<file path="src/rtl/csi_frame_mux.sv">
// Round-robin merge of N_CH per-antenna CSI streams into one AXIS stream of
// fixed-length frames: one header word, then FRAME_LEN words (padded or truncated).
module csi_frame_mux #(
  parameter int          N_CH      = 4,
  parameter int          DATA_W    = 32,
  parameter int          FRAME_LEN = 64,
  parameter logic [15:0] MAGIC     = 16'hC51D
) (
  input  logic                     aclk,
  input  logic                     aresetn,
  input  logic [N_CH-1:0]          s_axis_tvalid,
  input  logic [N_CH-1:0]          s_axis_tlast,
  input  logic [N_CH*DATA_W-1:0]   s_axis_tdata,
  output logic [N_CH-1:0]          s_axis_tready,
  input  logic [N_CH-1:0]          ch_enable,
  output logic                     m_axis_tvalid,
  output logic                     m_axis_tlast,
  output logic [DATA_W-1:0]        m_axis_tdata,
  input  logic                     m_axis_tready,
  output logic                     frame_err,
  output logic [15:0]              err_count
);

  localparam int GW = (N_CH > 1) ? $clog2(N_CH) : 1;
  localparam int KW = (FRAME_LEN > 1) ? $clog2(FRAME_LEN) : 1;
  localparam logic [KW-1:0] K_LAST = KW'(FRAME_LEN - 1);
  localparam logic [GW-1:0] G_LAST = GW'(N_CH - 1);

  typedef enum logic [2:0] {IDLE, HDR, DATA, PAD, DRAIN} state_t;

  state_t          state, state_n;
  logic [GW-1:0]   grant, grant_n;
  logic [GW-1:0]   rr_ptr, rr_ptr_n;
  logic [GW-1:0]   rr_pick, grant_inc;
  logic            rr_hit;
  logic [KW-1:0]   k, k_n;
  logic [11:0]     seq [N_CH];
  logic [N_CH-1:0] req;
  logic [2*N_CH-1:0] req2;
  logic            ld, emit, emit_last, err, hdr_load;
  logic [DATA_W-1:0] emit_data, g_data, hdr_word;
  logic [31:0]     hdr_raw;
  logic            g_valid, g_last, k_end;

  assign ld        = !m_axis_tvalid || m_axis_tready;
  assign req       = ch_enable & s_axis_tvalid;
  assign g_valid   = s_axis_tvalid[grant];
  assign g_last    = s_axis_tlast[grant];
  assign g_data    = s_axis_tdata[int'(grant)*DATA_W +: DATA_W];
  assign k_end     = (k == K_LAST);
  assign grant_inc = (grant == G_LAST) ? '0 : grant + 1'b1;
  assign hdr_raw   = {MAGIC, 4'(grant), seq[grant]};
  assign hdr_word  = DATA_W'(hdr_raw);

  // rr_ptr is the search start (last grant + 1); rotating a doubled request
  // vector keeps every bit select constant.
  always_comb begin
    int unsigned sum;
    rr_hit  = 1'b0;
    rr_pick = '0;
    sum     = 0;
    req2    = {req, req} >> rr_ptr;
    for (int unsigned i = 0; i < N_CH; i++) begin
      if (!rr_hit && req2[i]) begin
        rr_hit = 1'b1;
        sum    = int'(rr_ptr) + i;
        if (sum >= N_CH) sum = sum - N_CH;
        rr_pick = GW'(sum);
      end
    end
  end

  always_comb begin
    state_n       = state;
    grant_n       = grant;
    rr_ptr_n      = rr_ptr;
    k_n           = k;
    emit          = 1'b0;
    emit_last     = 1'b0;
    emit_data     = '0;
    err           = 1'b0;
    hdr_load      = 1'b0;
    s_axis_tready = '0;
    case (state)
      IDLE: begin
        if (rr_hit) begin
          grant_n = rr_pick;
          state_n = HDR;
        end
      end
      HDR: begin
        if (ld) begin
          emit      = 1'b1;
          emit_data = hdr_word;
          hdr_load  = 1'b1;
          k_n       = '0;
          state_n   = DATA;
        end
      end
      DATA: begin
        s_axis_tready[grant] = ld;
        if (ld && g_valid) begin
          emit      = 1'b1;
          emit_data = g_data;
          k_n       = k + 1'b1;
          if (k_end) begin
            emit_last = 1'b1;
            if (g_last) begin
              state_n  = IDLE;
              rr_ptr_n = grant_inc;
            end else begin
              state_n = DRAIN;
              err     = 1'b1;
            end
          end else if (g_last) begin
            state_n = PAD;
            err     = 1'b1;
          end
        end
      end
      PAD: begin
        if (ld) begin
          emit = 1'b1;
          k_n  = k + 1'b1;
          if (k_end) begin
            emit_last = 1'b1;
            state_n   = IDLE;
            rr_ptr_n  = grant_inc;
          end
        end
      end
      DRAIN: begin
        s_axis_tready[grant] = 1'b1;
        if (g_valid && g_last) begin
          state_n  = IDLE;
          rr_ptr_n = grant_inc;
        end
      end
      default: state_n = IDLE;
    endcase
    // No beat may be accepted in a cycle whose edge is about to reset the block.
    if (!aresetn) s_axis_tready = '0;
  end

  always_ff @(posedge aclk) begin
    if (!aresetn) begin
      state         <= IDLE;
      grant         <= '0;
      rr_ptr        <= '0;
      k             <= '0;
      m_axis_tvalid <= 1'b0;
      m_axis_tlast  <= 1'b0;
      m_axis_tdata  <= '0;
      frame_err     <= 1'b0;
      err_count     <= '0;
      for (int unsigned c = 0; c < N_CH; c++) seq[c] <= '0;
    end else begin
      state     <= state_n;
      grant     <= grant_n;
      rr_ptr    <= rr_ptr_n;
      k         <= k_n;
      frame_err <= err;
      if (ld) begin
        m_axis_tvalid <= emit;
        m_axis_tlast  <= emit_last;
        if (emit) m_axis_tdata <= emit_data;
      end
      if (err && err_count != '1) err_count <= err_count + 1'b1;
      if (hdr_load) seq[grant] <= seq[grant] + 1'b1;
    end
  end

endmodule
</file>
<file path="config.mk">
export PLATFORM = sky130hd
export DESIGN_NAME = csi_frame_mux
export DESIGN_NICKNAME = d
export VERILOG_FILES = /design/src/rtl/csi_frame_mux.sv
export SDC_FILE = /design/constraint.sdc
export NUM_CORES = 1
export LEC_CHECK = 0
export BUFFER_PORTS_ARGS = -buffer_cell sky130_fd_sc_hd__buf_2
export CORE_MARGIN = 8
export CORE_UTILIZATION = 40
export CTS_CLUSTER_SIZE = 8
export DETAILED_ROUTE_END_ITERATION = 12
export GPL_TIMING_DRIVEN = 0
export PLACE_DENSITY = 0.65
export SYNTH_ARGS = -nofsm -noshare
export SYNTH_HDL_FRONTEND = slang
export SYNTH_SLANG_ARGS = --single-unit
export TNS_END_PERCENT = 10
</file>
<file path="constraint.sdc">
create_clock -name aclk -period 3.5 [get_ports aclk]
set_input_delay 0.7 -clock aclk [delete_from_list [all_inputs] [get_ports aclk]]
set_output_delay 0.7 -clock aclk [all_outputs]
set_load 0.02 [all_outputs]
</file>
==> flow_metrics.env <==
export IMPL_r2r_end="seq[1][5]"
export IMPL_num_vias=5517
export IMPL_post_dp_hpwl_um=15100
export IMPL_holdCritPathClass="flip-flop to flip-flop"
export IMPL_grt_pass1_vias=5847
export IMPL_post_drt_wl_per_cell_um=20.2
export IMPL_reg2reg_depth=7
export IMPL_yosysWarnings=0
export IMPL_status="completed"
export IMPL_p_leak_nw=3.33
export IMPL_ys_seq_area_share_pct=44.5
export IMPL_p_total_mw=5.05
export IMPL_grt_max_degree=17
export IMPL_routed_via_density=5.62
export IMPL_core_area_um2=15200
export IMPL_grt_pass1_wl_um=31100
export IMPL_slew_headroom_pct=33.7
export IMPL_p_per_area_nw_per_um2=627
export IMPL_rsz0062_at_grt="no"
export IMPL_numCtsBuffers=17
export IMPL_layout_min_cycle_time_ns=3.22
export IMPL_synthCells=565
export IMPL_endpoint="s_axis_tready[0]"
export IMPL_endpoint_kind="output pin"
export IMPL_synth_top_cell_area_share_pct=23.2
export IMPL_synth_area_leaders="edfxtp_1, dfxtp_1, mux4_2"
export IMPL_avgSynthCellArea_um2=11.0
export IMPL_clk_latency_ns=0.42
export IMPL_final_layout_size_suffix_gt1_share_pct=37.5
export IMPL_synthArstFlopShare_pct=0
export IMPL_ys_seq_elements=114
export IMPL_firstDrtPassIters=5
export IMPL_rrSetupSlack_ns=0.39
export IMPL_crit_required_ns=2.80
export IMPL_ctsHtreeMaxLevel=4
export IMPL_syn2layout_area_growth_pct=29.7
export IMPL_final_cell_area_um2=8050
export IMPL_die_area_um2=19800
export IMPL_worstReg2RegStart="grant[0]"
export IMPL_insertedDiodeCount=0
export IMPL_synth_edf_count=48
export IMPL_antenna_found_initial=0
export IMPL_port_buffers=196
export IMPL_syn_cell_area_um2=6210
export IMPL_worstPathArrival_ns=2.52
export IMPL_ys_types=55
export IMPL_setup_viol=0
export IMPL_start_util_pct=40.8
export IMPL_syn_nets=717
export IMPL_wl_um=19800
export IMPL_synth_main_ff_cell="dfxtp_1"
export IMPL_die_x_um=141
export IMPL_worst_pin_slew_ns=0.993
export IMPL_fin_tns_setup_ns=0
export IMPL_peakVddDrop_mv=0.390
export IMPL_drc=0
export IMPL_dieHeight_um=141
export IMPL_finalCritPeriodShare_pct=92.1
export IMPL_clock_skew_final_ns=0.0117
export IMPL_cts_buffer_depth=2
export IMPL_startpoint="grant[1]"
export IMPL_finalHoldViolCount=0
export IMPL_drtIter0Drc=368
export IMPL_cts_tree="yes"
export IMPL_slew_viol_final=0
export IMPL_fmax_mhz=310
export IMPL_grt_overflow_total=0
export IMPL_path_max_fanout=10
export IMPL_path_class="flip-flop to output pin"
export IMPL_nets=933
export IMPL_maxCapViolations=0
export IMPL_gp_congestion=0.858
export IMPL_cts_sinks=114
export IMPL_place_area_um2=7440
export IMPL_synth_largest_area_cell="edfxtp_1"
export IMPL_io_pins=198
export IMPL_row_count=45
export IMPL_track_usage_pct=20.0
export IMPL_clkTransAtPathRegs_ns=0.05
export IMPL_postRouteAntennaNets=0
export IMPL_crit_path_start_kind="flip-flop"
export IMPL_holdWs_ns=0.477
export IMPL_cts_root_buf="clkbuf_16"
-- how the worst min path moves through the flow --
stage	startpoint	endpoint	slack [ns]	depth (start not counted)
6_report	m_axis_tlast	m_axis_tlast	0.48	2
5_1_grt	m_axis_tlast	m_axis_tlast	0.50	2
4_1_cts	m_axis_tlast	m_axis_tlast	0.48	2
3_5_place_dp	m_axis_tlast	m_axis_tlast	0.47	2
3_3_place_gp	m_axis_tlast	m_axis_tlast	0.46	2
2_1_floorplan	k[1]	k[1]	0.46	2
-- layer usage --
| metal | share of wire [%] | GRT usage, % |
|---|---|---|
| met1 | 39 | 23.1 |
| met3 | 6.9 | 5.84 |
| met5 | 0 | 0 |
| met2 | 52 | 35.1 |
| met4 | 1.8 | 6.62 |
-- layout make-up --
class / count / area [um^2]
Multi-Input combinational cell: 397 / 3200
Fill cell: 1350 / 7150
Clock inverter: 10 / 159
Buffer: 40 / 211
Sequential cell: 114 / 2760
Clock buffer: 22 / 444
Inverter: 14 / 52.6
Timing Repair Buffer: 197 / 992
Tap cell: 188 / 235
-- worst max-delay path, stage by stage, from the launching register on --
cell	delay [ns]
dfxtp_1	0.35
buf_2	0.21
clkbuf_2	0.32
buf_1	0.50
inv_1	0.19
ha_1	0.22
and2_1	0.13
buf_2	0.17
-- state kept, by name, indices dropped and copies added (netlist names), named ones only --
| signal | cells |
|---|---|
| k | 6 |
| m_axis_tvalid | 1 |
| state | 3 |
| m_axis_tdata | 32 |
| seq | 48 |
| err_count | 16 |
| frame_err | 1 |
| rr_ptr | 2 |
| m_axis_tlast | 1 |
| grant | 2 |
-- cell usage after synthesis (all sizes together) (16+ instances only) --
| library cell | instances |
|---|---|
| xnor2 | 16 |
| nand3 | 19 |
| a22oi | 26 |
| buf | 23 |
| dfxtp | 66 |
| nor2 | 99 |
| nand2 | 29 |
| mux4 | 46 |
| clkbuf | 17 |
| o21ai | 17 |
| edfxtp | 48 |
-- placed cells by master, fill, tap and decap left out, drive strengths merged, types with 8 or more instances in the layout --
master | netlist | routed
o211a | 8 | 8
nand3 | 19 | 19
a21oi | 14 | 14
xnor2 | 16 | 16
clkbuf | 17 | 40
a22oi | 26 | 26
nand2 | 29 | 29
ha | 9 | 9
nand2b | 8 | 8
o21ai | 17 | 17
inv | 14 | 14
a22o | 14 | 14
nor2 | 99 | 99
dfxtp | 66 | 66
mux4 | 46 | 46
buf | 23 | 218
and2 | 8 | 8
nand4 | 8 | 8
edfxtp | 48 | 48
-- report_power, final --
part,internal (mW),total (mW),switching [mW]
clock network,1.19,1.78,0.594
logic,0.633,1.62,0.986
registers,1.56,1.65,0.0870
total,3.38,5.05,1.67
-- repair_timing --
action / 4_1_cts / 5_1_grt
hold buffers: 0 / 0
buffers inserted: 0 / 0
gates resized for setup: 0 / 3
endpoints found under the setup margin: 0 / 14
-- cell families after synthesis --
logic type	count (synthesis)	synth area share (%)
mux	54	18.1
simple gates	213	16.9
fa+ha+maj	9	1.81
xor+xnor	19	2.68
buf+inv	54	4.13
flops	114	44.5
compound gates	102	11.9
-- stage by stage --
| stage | cells | utilization (%) | setup slack (ns) |
|---|---|---|---|
| 2_1_floorplan | 565 | - | 0.797 |
| 3_3_place_gp | 949 | 48.8 | -0.422 |
| 3_5_place_dp | 950 | 48.9 | 0.105 |
| 4_1_cts | 982 | 52.9 | 0.0158 |
| 5_1_grt | 982 | 53.0 | 0.125 |
| 6_report | 982 | 53.0 | 0.278 |
(Power assumes the default switching activity.)
